## src/rtl/mfcc_seq_ctrl_pkg.sv

```systemverilog
// Shared MFCC constants: stage encodings, default sizes and sequencer state type.
// Datapath stage case selection keys off the same mfcc_stage_e values.
package mfcc_seq_ctrl_pkg;

  localparam int NUM_STAGES_DEF = 7;
  localparam int NUM_COEF_DEF   = 12;
  localparam int TIMEOUT_DEF    = 4096;

  typedef enum logic [2:0] {
    STG_NONE = 3'd0,
    STG_HAM  = 3'd1,
    STG_FFT  = 3'd2,
    STG_POW  = 3'd3,
    STG_MEL  = 3'd4,
    STG_DCT  = 3'd5,
    STG_PICK = 3'd6,
    STG_LIFT = 3'd7
  } mfcc_stage_e;

  typedef enum logic [2:0] {
    ST_IDLE   = 3'd0,
    ST_LAUNCH = 3'd1,
    ST_WAIT   = 3'd2,
    ST_OUTPUT = 3'd3,
    ST_FINISH = 3'd4
  } seq_state_e;

  // The RAM address leads the streamed index by one because of the read latency.
  function automatic logic [4:0] coef_index(input logic [3:0] addr);
    return {1'b0, addr};
  endfunction

endpackage

```

## src/rtl/mfcc_wdog.sv

```systemverilog
// Stage watchdog: counts enabled cycles since the last clear and flags expiry
// on the TIMEOUT-th enabled cycle; holds its count once expired.
module mfcc_wdog
  import mfcc_seq_ctrl_pkg::*;
#(
  parameter int TIMEOUT = TIMEOUT_DEF
) (
  input  logic clk,
  input  logic reset,
  input  logic clear,
  input  logic enable,
  output logic expired
);

  localparam int CW = $clog2(TIMEOUT + 1);

  logic [CW-1:0] count;

  assign expired = enable && (count == CW'(TIMEOUT - 1));

  always_ff @(posedge clk or posedge reset) begin
    if (reset) begin
      count <= '0;
    end else if (clear) begin
      count <= '0;
    end else if (enable && !expired) begin
      count <= count + CW'(1);
    end
  end

endmodule

```

## src/rtl/mfcc_seq_ctrl.sv

```systemverilog
// MFCC frame sequencer: launches the per-frame stages in order, streams the
// coefficient RAM out, and tracks pending/overrun/timeout conditions.
//
// Handshake: frame_rdy and stage_done are single-cycle pulses sampled on the
// rising clock edge; stage_go is a single-cycle pulse; dv_out qualifies
// out_index on every cycle it is high, with no back-pressure from the sink.
module mfcc_seq_ctrl
  import mfcc_seq_ctrl_pkg::*;
#(
  parameter int NUM_STAGES = NUM_STAGES_DEF,
  parameter int NUM_COEF   = NUM_COEF_DEF,
  parameter int TIMEOUT    = TIMEOUT_DEF
) (
  input  logic        clk,
  input  logic        reset,
  input  logic        frame_rdy,
  input  logic        stage_done,
  input  logic        err_clr,
  output logic        stage_go,
  output logic [2:0]  stage_sel,
  output logic [3:0]  coef_addr,
  output logic        dv_out,
  output logic [4:0]  out_index,
  output logic        busy,
  output logic        overrun,
  output logic        timeout_err,
  output logic [15:0] frame_cnt,
  output seq_state_e  state_dbg
);

  seq_state_e state;
  logic       pending;
  logic       wd_expired;

  assign state_dbg = state;

  mfcc_wdog #(
    .TIMEOUT (TIMEOUT)
  ) u_wdog (
    .clk     (clk),
    .reset   (reset),
    .clear   (state == ST_LAUNCH),
    .enable  (state == ST_WAIT),
    .expired (wd_expired)
  );

  always_ff @(posedge clk or posedge reset) begin
    if (reset) begin
      state       <= ST_IDLE;
      stage_go    <= 1'b0;
      stage_sel   <= 3'd0;
      coef_addr   <= 4'd0;
      dv_out      <= 1'b0;
      out_index   <= 5'd0;
      busy        <= 1'b0;
      overrun     <= 1'b0;
      timeout_err <= 1'b0;
      frame_cnt   <= 16'd0;
      pending     <= 1'b0;
    end else begin
      stage_go <= 1'b0;

      // Clear first so that an error event later in this block wins.
      if (err_clr) begin
        overrun     <= 1'b0;
        timeout_err <= 1'b0;
      end

      if (frame_rdy && (state != ST_IDLE)) begin
        if (pending) begin
          overrun <= 1'b1;
        end else begin
          pending <= 1'b1;
        end
      end

      case (state)
        ST_IDLE: begin
          if (frame_rdy || pending) begin
            state     <= ST_LAUNCH;
            stage_sel <= STG_HAM;
            stage_go  <= 1'b1;
            busy      <= 1'b1;
            // A fresh frame arriving while a pending one starts stays queued.
            pending   <= frame_rdy && pending;
          end
        end

        ST_LAUNCH: begin
          state <= ST_WAIT;
        end

        ST_WAIT: begin
          if (stage_done) begin
            if (stage_sel == 3'(NUM_STAGES)) begin
              state     <= ST_OUTPUT;
              stage_sel <= STG_NONE;
              coef_addr <= 4'd0;
              dv_out    <= 1'b0;
            end else begin
              state     <= ST_LAUNCH;
              stage_sel <= stage_sel + 3'd1;
              stage_go  <= 1'b1;
            end
          end else if (wd_expired) begin
            state       <= ST_IDLE;
            stage_sel   <= STG_NONE;
            busy        <= 1'b0;
            timeout_err <= 1'b1;
          end
        end

        ST_OUTPUT: begin
          if (coef_addr == 4'(NUM_COEF)) begin
            state     <= ST_FINISH;
            coef_addr <= 4'd0;
            dv_out    <= 1'b0;
            out_index <= 5'd0;
            frame_cnt <= frame_cnt + 16'd1;
          end else begin
            coef_addr <= coef_addr + 4'd1;
            dv_out    <= 1'b1;
            out_index <= coef_index(coef_addr);
          end
        end

        ST_FINISH: begin
          state <= ST_IDLE;
          busy  <= 1'b0;
        end

        default: begin
          state     <= ST_IDLE;
          stage_sel <= STG_NONE;
          coef_addr <= 4'd0;
          dv_out    <= 1'b0;
          out_index <= 5'd0;
          busy      <= 1'b0;
        end
      endcase
    end
  end

  a_go_only_in_launch: assert property (@(posedge clk) disable iff (reset)
    stage_go |-> (state == ST_LAUNCH));
  a_dv_only_in_output: assert property (@(posedge clk) disable iff (reset)
    dv_out |-> (state == ST_OUTPUT));
  a_busy_tracks_state: assert property (@(posedge clk) disable iff (reset)
    busy == (state != ST_IDLE));

endmodule
```

## config.mk

```make
export PLATFORM = sky130hd
export DESIGN_NAME = mfcc_seq_ctrl
export DESIGN_NICKNAME = d
export VERILOG_FILES = /design/src/rtl/mfcc_seq_ctrl_pkg.sv /design/src/rtl/mfcc_wdog.sv /design/src/rtl/mfcc_seq_ctrl.sv
export SDC_FILE = /design/constraint.sdc
export NUM_CORES = 1
export LEC_CHECK = 0
export ABC_AREA = 1
export BUFFER_PORTS_ARGS = -buffer_cell sky130_fd_sc_hd__buf_4
export CAP_MARGIN = 20
export CORE_UTILIZATION = 50
export DETAILED_ROUTE_END_ITERATION = 16
export PLACE_DENSITY = 0.82
export SLEW_MARGIN = 20
export SYNTH_ARGS = -nofsm -noshare
export SYNTH_HDL_FRONTEND = slang
export SYNTH_SLANG_ARGS = --single-unit
```

## constraint.sdc

```tcl
create_clock -name clk -period 2.4 [get_ports clk]
set_clock_uncertainty 0.15 [all_clocks]
set_input_delay 0.24 -clock clk [delete_from_list [all_inputs] [get_ports clk]]
set_output_delay 0.24 -clock clk [all_outputs]
set_load 0.01 [all_outputs]
```

# Word-level counts from Yosys, hierarchy flattened
# Index checks and enable logic that the tools add are counted.
# W data, S select, Z words.
[word_totals] register_bits=50 output_inout_bits=36 elab_cells=90
[op_classes] n_addsub=4 eq_ne=14 muxes=39 bitwise=3 reduce_logical=18
[ops] op="$mux W13" n=2
[ops] op="$mux W1" n=19
[ops] op="$mux W3" n=6
[ops] op="$add A16 B1 Y16 const B" n=1
[ops] op="$mux W4" n=4
[ops] op="$add A13 B1 Y13 const B" n=1
[ops] op="$eq A13 B12 Y1 const B" n=1
[ops] op="$ne A2 B2 Y1 const B" n=6
[ops] op="$pmux W3 S4" n=1
[ops] op="$pmux W4 S3" n=1
[ops] op="$pmux W5 S2" n=1
[ops] op="$pmux W3 S3" n=1
[ops] op="$reduce_and A3 Y1" n=3
[ops] op="$eq A3 B2 Y1 const B" n=2
[ops] op="$eq A3 B3 Y1 const B" n=2
[ops] op="$pmux W1 S3" n=2
[ops] op="$reduce_or A3 Y1" n=2
[ops] op="$add A4 B1 Y4 const B" n=1
[ops] op="$eq A4 B4 Y1 const B" n=1
[ops] op="$logic_and A1 B1 Y1" n=4
[ops] op="$reduce_and A4 Y1" n=1
[ops] op="$reduce_or A4 Y1" n=1
[ops] op="$add A3 B1 Y3 const B" n=1
[ops] op="$eq A3 B1 Y1 const B" n=1
[ops] op="other kinds (11)" n=13

# Logic depth before layout (Yosys ltp)
# Gate-level depths: netlist of the first run.
[depth] word_depth=6 depth_mapped=9 ltp_nobuf=9

# Modules after synthesis
# A second synthesis of the first run with hierarchy kept.
[hier_totals] cells_unflattened=358 area_unflattened_um2=2713.9
[modules_own_cells] module="mfcc_seq_ctrl" n_inst=1 cells_each=223 area_per_inst_um2=1835.5 seq_area_each_um2=900.9
[modules_own_cells] module="mfcc_wdog" n_inst=1 cells_each=135 area_per_inst_um2=878.3 seq_area_each_um2=325.3

# Least setup slack after synthesis of the first run
# Ideal clock, no wire load.
[synth_timing] kind="flip-flop to flip-flop" from="reg coef_addr[0]" to="reg frame_cnt[5]" setup_time_ps=126 arrival_time_ps=1360 slack_ps=763 path_stages_with_launch=9 n_path_buf=0 synth_period_minus_slack_ps=1637 cell_sequence="dfrtp_1 > inv_1 > ha_1 > nand3_1 > nor2_4 > inv_2 > nor2_2 > nand3_1 > xnor2_1"
[synth_between] elab_chain_cells=2
[synth_rtl] item="from (decl)" line_no="mfcc_seq_ctrl.sv:21" text="output logic [3:0] coef_addr,"
[synth_rtl] item="from (signal assigned)" line_no="mfcc_seq_ctrl.sv:121" text="coef_addr <= coef_addr + 4'd1;"
[synth_rtl] item="$eq A4 B4 Y1" line_no="mfcc_seq_ctrl.sv:114" text="if (coef_addr == 4'(NUM_COEF)) begin"
[synth_rtl] item="$reduce_and A2 Y1 (no source line)"
[synth_rtl] item="to (signal assigned)" line_no="mfcc_seq_ctrl.sv:119" text="frame_cnt <= frame_cnt + 16'd1;"
[synth_rtl] item="to (decl)" line_no="mfcc_seq_ctrl.sv:27" text="output logic [15:0] frame_cnt,"
# No other way between the ends.
# A chain may end at the register's enable or synchronous reset.

# Final worst setup path of the first run
# Ends and elaborated chain as after synthesis.

==> results.txt, run 1 <==
----------------------------------------------------
[Die]
  Chip Height ... 74.2 µm
  Starting density of the core ... 53.4%
  Chip width ... 74.2 µm
  Area of the core region ... 4880 µm²
  Die outline area ... 5500 µm²
  IO Count ... 41
  Standard-cell row count ... 25

[Clocking]
  CTS tree ... built
  Maximum count of clock buffers along a single path ... 2
  Hold-fix buffer count after cts ... 2
  Clock tree root buffer cell ... sky130_fd_sc_hd__clkbuf_8
  Post-CTS sizing ... 0
  CTS H-Tree Depth ... 2
  Buffers inserted during post-CTS setup optimization ... 0
  Post-CTS clock slew at the launch and capture registers of the worst setup and hold paths ... 0.10 ns
  Number of clock sinks ... 49
  Clock latency on the worst-skew pair ... 0.31 ns
  Number of clock buffers inserted by TritonCTS ... 5

[Timing]
  WHS ... 0.0876 ns
  Unrepaired setup endpoints after global routing ... false
  Post-route minimum period ... 1.91 ns
  Transition time at the pin with the least slew margin ... 0.587 ns
  Count of final setup violators ... 0
  Post-route fraction of the period consumed by the critical path ... 79.5%
  Max_slew headroom ... 60.5%
  Max-slew violations ... 0
  Max Clk Rate ... 524 MHz
  TNS Setup ... 0 ns
  Final hold violation count ... 0

[Critical path]
  Element type at the critical path end ... flop
  Crit path DAT ... 1.97 ns
  Kind of start point of the critical path ... flop
  Slack of the worst reg-to-reg path ... 0.49 ns
  Worst Path Required ... 2.46 ns
  Critical-path maximum fanout ... 17
  Crit Path Class ... reg2reg

[Yosys]
  Cell taking the most area after synthesis ... sky130_fd_sc_hd__dfrtp_1
  Sequential fraction of the synthesis area ... 47.1%
  Cell types with the highest counts after synthesis ... sky130_fd_sc_hd__nand2_1 (96), sky130_fd_sc_hd__dfrtp_1 (49), sky130_fd_sc_hd__inv_1 (42), sky130_fd_sc_hd__nor2_1 (28), sky130_fd_sc_hd__nand3_1 (23)
  Synth Instances ... 327
  Library cell with the highest instance count after synthesis ... sky130_fd_sc_hd__nand2_1
  Async set-reset flop share out of synthesis ... 100%
  Most used flip-flop cell after synthesis ... sky130_fd_sc_hd__dfrtp_1
  Netlist Area Pre-Place ... 2600 µm²
  Main area contributors after synthesis ... sky130_fd_sc_hd__dfrtp_1 (47%), sky130_fd_sc_hd__nand2_1 (14%), sky130_fd_sc_hd__inv_1 (6.1%)
  Synthesized netlist net count ... 338
  Average cell area after synthesis ... 7.96 µm²
  Yosys cell types ... 26
  Seq cells post-synth ... 49
  Number of flops mapped to enable cells by yosys ... 0
  Area share of the leading cell type in the synthesized netlist ... 47.1%
  Yosys warning total ... 0

[Final layout]
  Number of nets at the end of the flow ... 386
  Ant diodes ... 0
  Post-synthesis to final-layout area growth ... 19.1%
  Layout cells sized above 1 ... 16.8%
  Filler cell count in the final layout ... 433

[Pwr]
  Leakage ... 1.53 nW
  Highest ir drop seen on vdd ... 0.681 mV
  Pwr/cell area ... 863 nW/µm²

[Place]
  Routability congestion estimate from global placement ... 0.827
  Total of buffers placed on input and output ports ... 39
  Post-detailed-placement half-perimeter wirelength ... 4.02 mm

[Route]
  # DRC ... 0
  Starting DRC count in detailed routing ... 111
  Aggregate routed wire length ... 5.40 mm
  Routed wirelength normalized by instance count ... 12.2 µm
  Router iterations before antenna repair ... 4
  Post-detailed-route via-to-cell ratio ... 5.12
  Total via count after detailed routing ... 2270
  Detail Route Antenna Nets ... 0

[Run status]
  Outcome ... finished clean

[Flow run]
  Number of max-capacitance violations reported ... 0

[Global route]
  Overall track demand over capacity in global routing ... 21.3%
  Wire length of the first global-routing pass ... 8.85 mm
  Number of global-route vias before repair ... 2051
  Final global-route overflow total ... 0
  Maximum number of pins on one net before global-route repair ... 30
  Antenna violations before repair ... 0

[Worst hold path]
  Class of the worst hold path ... in2reg

----------------------------------------------------
cell type report:
cell class / count / area, µm² / share of cell area [%]
sequential: 49 / 1230 / 39.5
multi-input combinational: 230 / 1190 / 38.3
timing repair buffer: 44 / 335 / 10.8
inverter: 45 / 169 / 5.45
tap: 67 / 83.8 / 2.70
clock buffer: 6 / 82.6 / 2.66
clock inverter: 2 / 16.3 / 0.524
where the power goes:
part / switching, mW / internal [mW]
logic: 0.604 / 0.404
registers: 0.148 / 0.987
clock network: 0.295 / 0.238
total: 1.05 / 1.63
placed cells by master (no fill, tap or decap):
cell type	synthesis	routed
sky130_fd_sc_hd__nand2_1	96	96
sky130_fd_sc_hd__inv_6	0	1
sky130_fd_sc_hd__nand4_1	12	12
sky130_fd_sc_hd__inv_1	42	41
sky130_fd_sc_hd__o21ai_1	1	1
sky130_fd_sc_hd__clkinvlp_4	0	1
sky130_fd_sc_hd__nand3_2	1	1
sky130_fd_sc_hd__nand3b_1	1	1
sky130_fd_sc_hd__a21oi_1	1	1
sky130_fd_sc_hd__nor2_1	28	28
sky130_fd_sc_hd__buf_4	2	42
sky130_fd_sc_hd__nor2_2	1	1
sky130_fd_sc_hd__nor3_1	5	5
sky130_fd_sc_hd__conb_1	1	1
sky130_fd_sc_hd__a311oi_1	1	1
sky130_fd_sc_hd__o22ai_1	7	7
sky130_fd_sc_hd__o21ai_0	19	19
sky130_fd_sc_hd__a31oi_1	1	1
sky130_fd_sc_hd__nor3_2	2	2
sky130_fd_sc_hd__dlygate4sd3_1	0	2
sky130_fd_sc_hd__xor2_1	11	11
sky130_fd_sc_hd__dfrtp_1	49	49
sky130_fd_sc_hd__clkbuf_8	0	6
sky130_fd_sc_hd__nor2_4	5	5
sky130_fd_sc_hd__inv_2	3	4
sky130_fd_sc_hd__xnor2_1	7	7
sky130_fd_sc_hd__ha_1	6	6
sky130_fd_sc_hd__nand3_1	23	23
sky130_fd_sc_hd__o21bai_1	1	1
stage by stage:
step / worst slack, ns / cell area, µm² / std cells / util, % / power [mW]
after floorplan: 0.763 / 2600 / 327 / - / 1.77
after global routing: 0.332 / 3100 / 443 / 63.6 / 2.87
after CTS: 0.469 / 3100 / 443 / 63.6 / 2.70
after detailed placement: 0.485 / 2980 / 433 / 61.1 / 2.16
after global placement: 0.596 / 2980 / 433 / 61.1 / 2.13
final: 0.492 / 3100 / 443 / 63.6 / 2.68
worst max-delay path, stage by stage (launching register included):
cell	delay, ns
sky130_fd_sc_hd__dfrtp_1	0.44
sky130_fd_sc_hd__inv_1	0.10
sky130_fd_sc_hd__ha_1	0.14
sky130_fd_sc_hd__nand3_1	0.14
sky130_fd_sc_hd__nor2_4	0.37
sky130_fd_sc_hd__inv_2	0.09
sky130_fd_sc_hd__nor2_2	0.13
sky130_fd_sc_hd__nand3_1	0.10
sky130_fd_sc_hd__xnor2_1	0.13
worst paths after layout:
check,startpoint,depth (start not counted),to
setup / recovery,coef_addr[0],8,frame_cnt[5]
hold / removal,frame_rdy,3,overrun
setup reg to reg,coef_addr[0],8,frame_cnt[5]
hold reg to reg,dv_out,2,dv_out
max in group asynchronous,reset,4,u_wdog.count[5]
min in group asynchronous,reset,3,frame_cnt[0]
cell families after synthesis:
| family | Yosys count | synth area share [%] |
|---|---|---|
| buffers and inverters | 48 | 7.26 |
| flip-flops | 49 | 47.1 |
| other | 1 | 0.144 |
| AND/OR/NAND/NOR | 174 | 30.0 |
| XOR/XNOR | 18 | 6.05 |
| AO/OA/AOI/OAI | 31 | 6.58 |
| adder cells (fa/ha/maj) | 6 | 2.88 |
state kept, by name, summed over array words and instances, names as in the netlist, 3 cells and up:
signal / flops
coef_addr: 4
frame_cnt: 16
out_index: 4
stage_sel: 3
state_dbg: 3
u_wdog.count: 13
per-layer routing:
layer / vias up / global-route usage, % / part of all wire, %
met5: - / 0 / 0
met4: 0 / 8.97 / 1.7
met3: 11 / 4.20 / 3.7
met2: 64 / 36.2 / 48
met1: 1049 / 26.6 / 46
li1: 1146 / - / -
(Power assumes the default switching activity.)
==> inputs of run 2 (changes only) <==
==> constraint.sdc (replaced) <==
create_clock -name clk -period 1.8 [get_ports clk]
set_clock_uncertainty 0.15 [all_clocks]
set_input_delay 0.18 -clock clk [delete_from_list [all_inputs] [get_ports clk]]
set_output_delay 0.18 -clock clk [all_outputs]
set_load 0.01 [all_outputs]
==> run 2 against run 1 <==
Net effect:
- routed wire length increased by 13%
- critical path type unchanged
- clock power is 47% higher
- total power up 44%
- largest power group is now combinational cells
==> results.txt, run 2 (same netlist as run 1, synthesis figures left out) <==
----------------------------------------------------
[Run status]
  Outcome ... finished clean

[Final layout]
  Highest-count cells in the layout ignoring fill and taps ... sky130_fd_sc_hd__nand2_1 (94), sky130_fd_sc_hd__dfrtp_1 (49), sky130_fd_sc_hd__buf_4 (49)
  Post-layout util ... 66.9%
  Final Non-Filler Cells ... 452
  Top register by number of flip-flops ... frame_cnt
  Number of nets at the end of the flow ... 396
  Post-layout instance area ... 3260 µm²
  Layout cells sized above 1 ... 20.8%
  Post-synthesis to final-layout area growth ... 25.4%
  Most common cell after layout, fill and taps aside ... sky130_fd_sc_hd__nand2_1
  Largest register FFs ... 16
  Largest registers in the final layout ... frame_cnt (16), u_wdog.count (13)
  Ant diodes ... 0

[Route]
  Starting DRC count in detailed routing ... 155
  Post-detailed-route via-to-cell ratio ... 5.29
  Aggregate routed wire length ... 6.10 mm
  Detail Route Antenna Nets ... 0
  Total via count after detailed routing ... 2393
  # DRC ... 0
  Routed wirelength normalized by instance count ... 13.5 µm
  Router iterations before antenna repair ... 4

[Global route]
  Antenna violations before repair ... 0
  Maximum number of pins on one net before global-route repair ... 20
  Number of global-route vias before repair ... 2262
  Final global-route overflow total ... 0
  Met1 capacity usage during global routing ... 29.9%
  Wire length of the first global-routing pass ... 9.69 mm
  Top Usage Layer GRT ... met2
  Overall track demand over capacity in global routing ... 22.9%
  GRT met2 Usage ... 37.3%
  Global-route track usage on met3 ... 3.79%

[Clocking]
  Number of clock buffers inserted by TritonCTS ... 5
  Clock latency on the worst-skew pair ... 0.30 ns
  Clock tree root buffer cell ... sky130_fd_sc_hd__clkbuf_8
  CTS H-Tree Depth ... 2
  Number of clock sinks ... 49
  Post-CTS clock slew at the launch and capture registers of the worst setup and hold paths ... 0.09 ns
  CTS tree ... built
  Maximum count of clock buffers along a single path ... 2

[Worst hold path]
  Class of the worst hold path ... in2reg
  Min-Delay Path Depth ... 3
  Hold path startpoint ... frame_rdy
  Worst Hold End ... overrun

[Die]
  Standard-cell row count ... 25
  Area of the core region ... 4880 µm²
  Die outline area ... 5500 µm²
  Chip Height ... 74.2 µm
  Starting density of the core ... 53.4%
  IO Count ... 41
  Chip width ... 74.2 µm

[Pwr]
  Leakage ... 1.60 nW
  Highest ir drop seen on vdd ... 0.906 mV
  Post-route total power ... 3.86 mW
  Pwr/cell area ... 1180 nW/µm²

[Critical path]
  Endpoint of the worst register-to-register path ... frame_cnt[5]
  Critical-path maximum fanout ... 7
  Element type at the critical path end ... flop
  Crit Path Class ... reg2reg
  Crit path DAT ... 1.76 ns
  Number of cells on the worst reg-to-reg path ... 8
  Slack of the worst reg-to-reg path ... 0.08 ns
  Reg-to-reg startpoint ... coef_addr[1]
  Worst Path Required ... 1.84 ns
  Kind of start point of the critical path ... flop

[Timing]
  Final hold violation count ... 0
  Count of final setup violators ... 0
  Post-route minimum period ... 1.72 ns
  Max Clk Rate ... 581 MHz
  Max-slew violations ... 0
  Unrepaired setup endpoints after global routing ... true
  Transition time at the pin with the least slew margin ... 0.558 ns
  Post-route fraction of the period consumed by the critical path ... 95.6%
  Max_slew headroom ... 62.4%

[Flow run]
  Number of max-capacitance violations reported ... 0

[Place]
  Total of buffers placed on input and output ports ... 39
  Post-Place Cell Area ... 3030 µm²
  Routability congestion estimate from global placement ... 0.839
  DP Cell Count ... 437
  Post-detailed-placement half-perimeter wirelength ... 4.19 mm

----------------------------------------------------
run 2: per-stage QoR:
| stage | hold slack (ns) | setup TNS [ns] | worst slack [ns] |
|---|---|---|---|
| floorplan | 0.126 | 0 | 0.163 |
| global placement | 0.0689 | 0 | 0.0951 |
| detailed placement | 0.0795 | -0.0188 | -0.0188 |
| CTS | 0.0423 | 0 | 0.0123 |
| global route | 0.0629 | -0.0962 | -0.0309 |
| finish | 0.0482 | 0 | 0.0788 |
run 2: worst max-delay path by stage:
stage,start,endpoint,slack (ns),cells after the start
floorplan,coef_addr[0],frame_cnt[5],0.16,8
global placement,u_wdog.count[0],u_wdog.count[9],0.1,9
detailed placement,coef_addr[1],frame_cnt[5],-0.02,8
CTS,coef_addr[1],frame_cnt[5],0.01,8
global route,u_wdog.count[0],u_wdog.count[9],-0.03,9
finish,coef_addr[1],frame_cnt[5],0.08,8
run 2: worst max-delay path, stage by stage (launching register included):
cell and delay (ns):
sky130_fd_sc_hd__dfrtp_1 0.43, sky130_fd_sc_hd__inv_2 0.10, sky130_fd_sc_hd__ha_4 0.14, sky130_fd_sc_hd__nand3_4 0.08, sky130_fd_sc_hd__nor2_4 0.25, sky130_fd_sc_hd__inv_2 0.10
sky130_fd_sc_hd__nor2_4 0.12, sky130_fd_sc_hd__nand3_1 0.10, sky130_fd_sc_hd__xnor2_1 0.14
run 2: report_power, final:
group	internal (mW)	switching (mW)
logic	0.640	0.911
clock network	0.412	0.374
registers	1.32	0.204
run 2: metal layers:
layer	wire length, µm	vias to the layer above
met5	0	-
met4	181	0
met3	251	20
met2	3010	75
met1	2660	1131
li1	-	1167
run 2: cell type report:
type,count,area [µm²]
repair buffers,53,428
clock buffers,5,68.8
inverters,45,169
flip-flops and latches,49,1230
well taps,67,83.8
multi-input cells,231,1250
fillers,409,1620
clock inverters,2,38.8
run 2: timing repair:
| action | in CTS | in global routing |
|---|---|---|
| setup buffers | 1 | 4 |
| hold endpoints to repair | 19 | 0 |
| gates cloned | 0 | 1 |
| endpoints found under the setup margin | 2 | 22 |
| pin swaps | 1 | 5 |
| hold buffers | 2 | 0 |
| gates resized for setup | 0 | 14 |
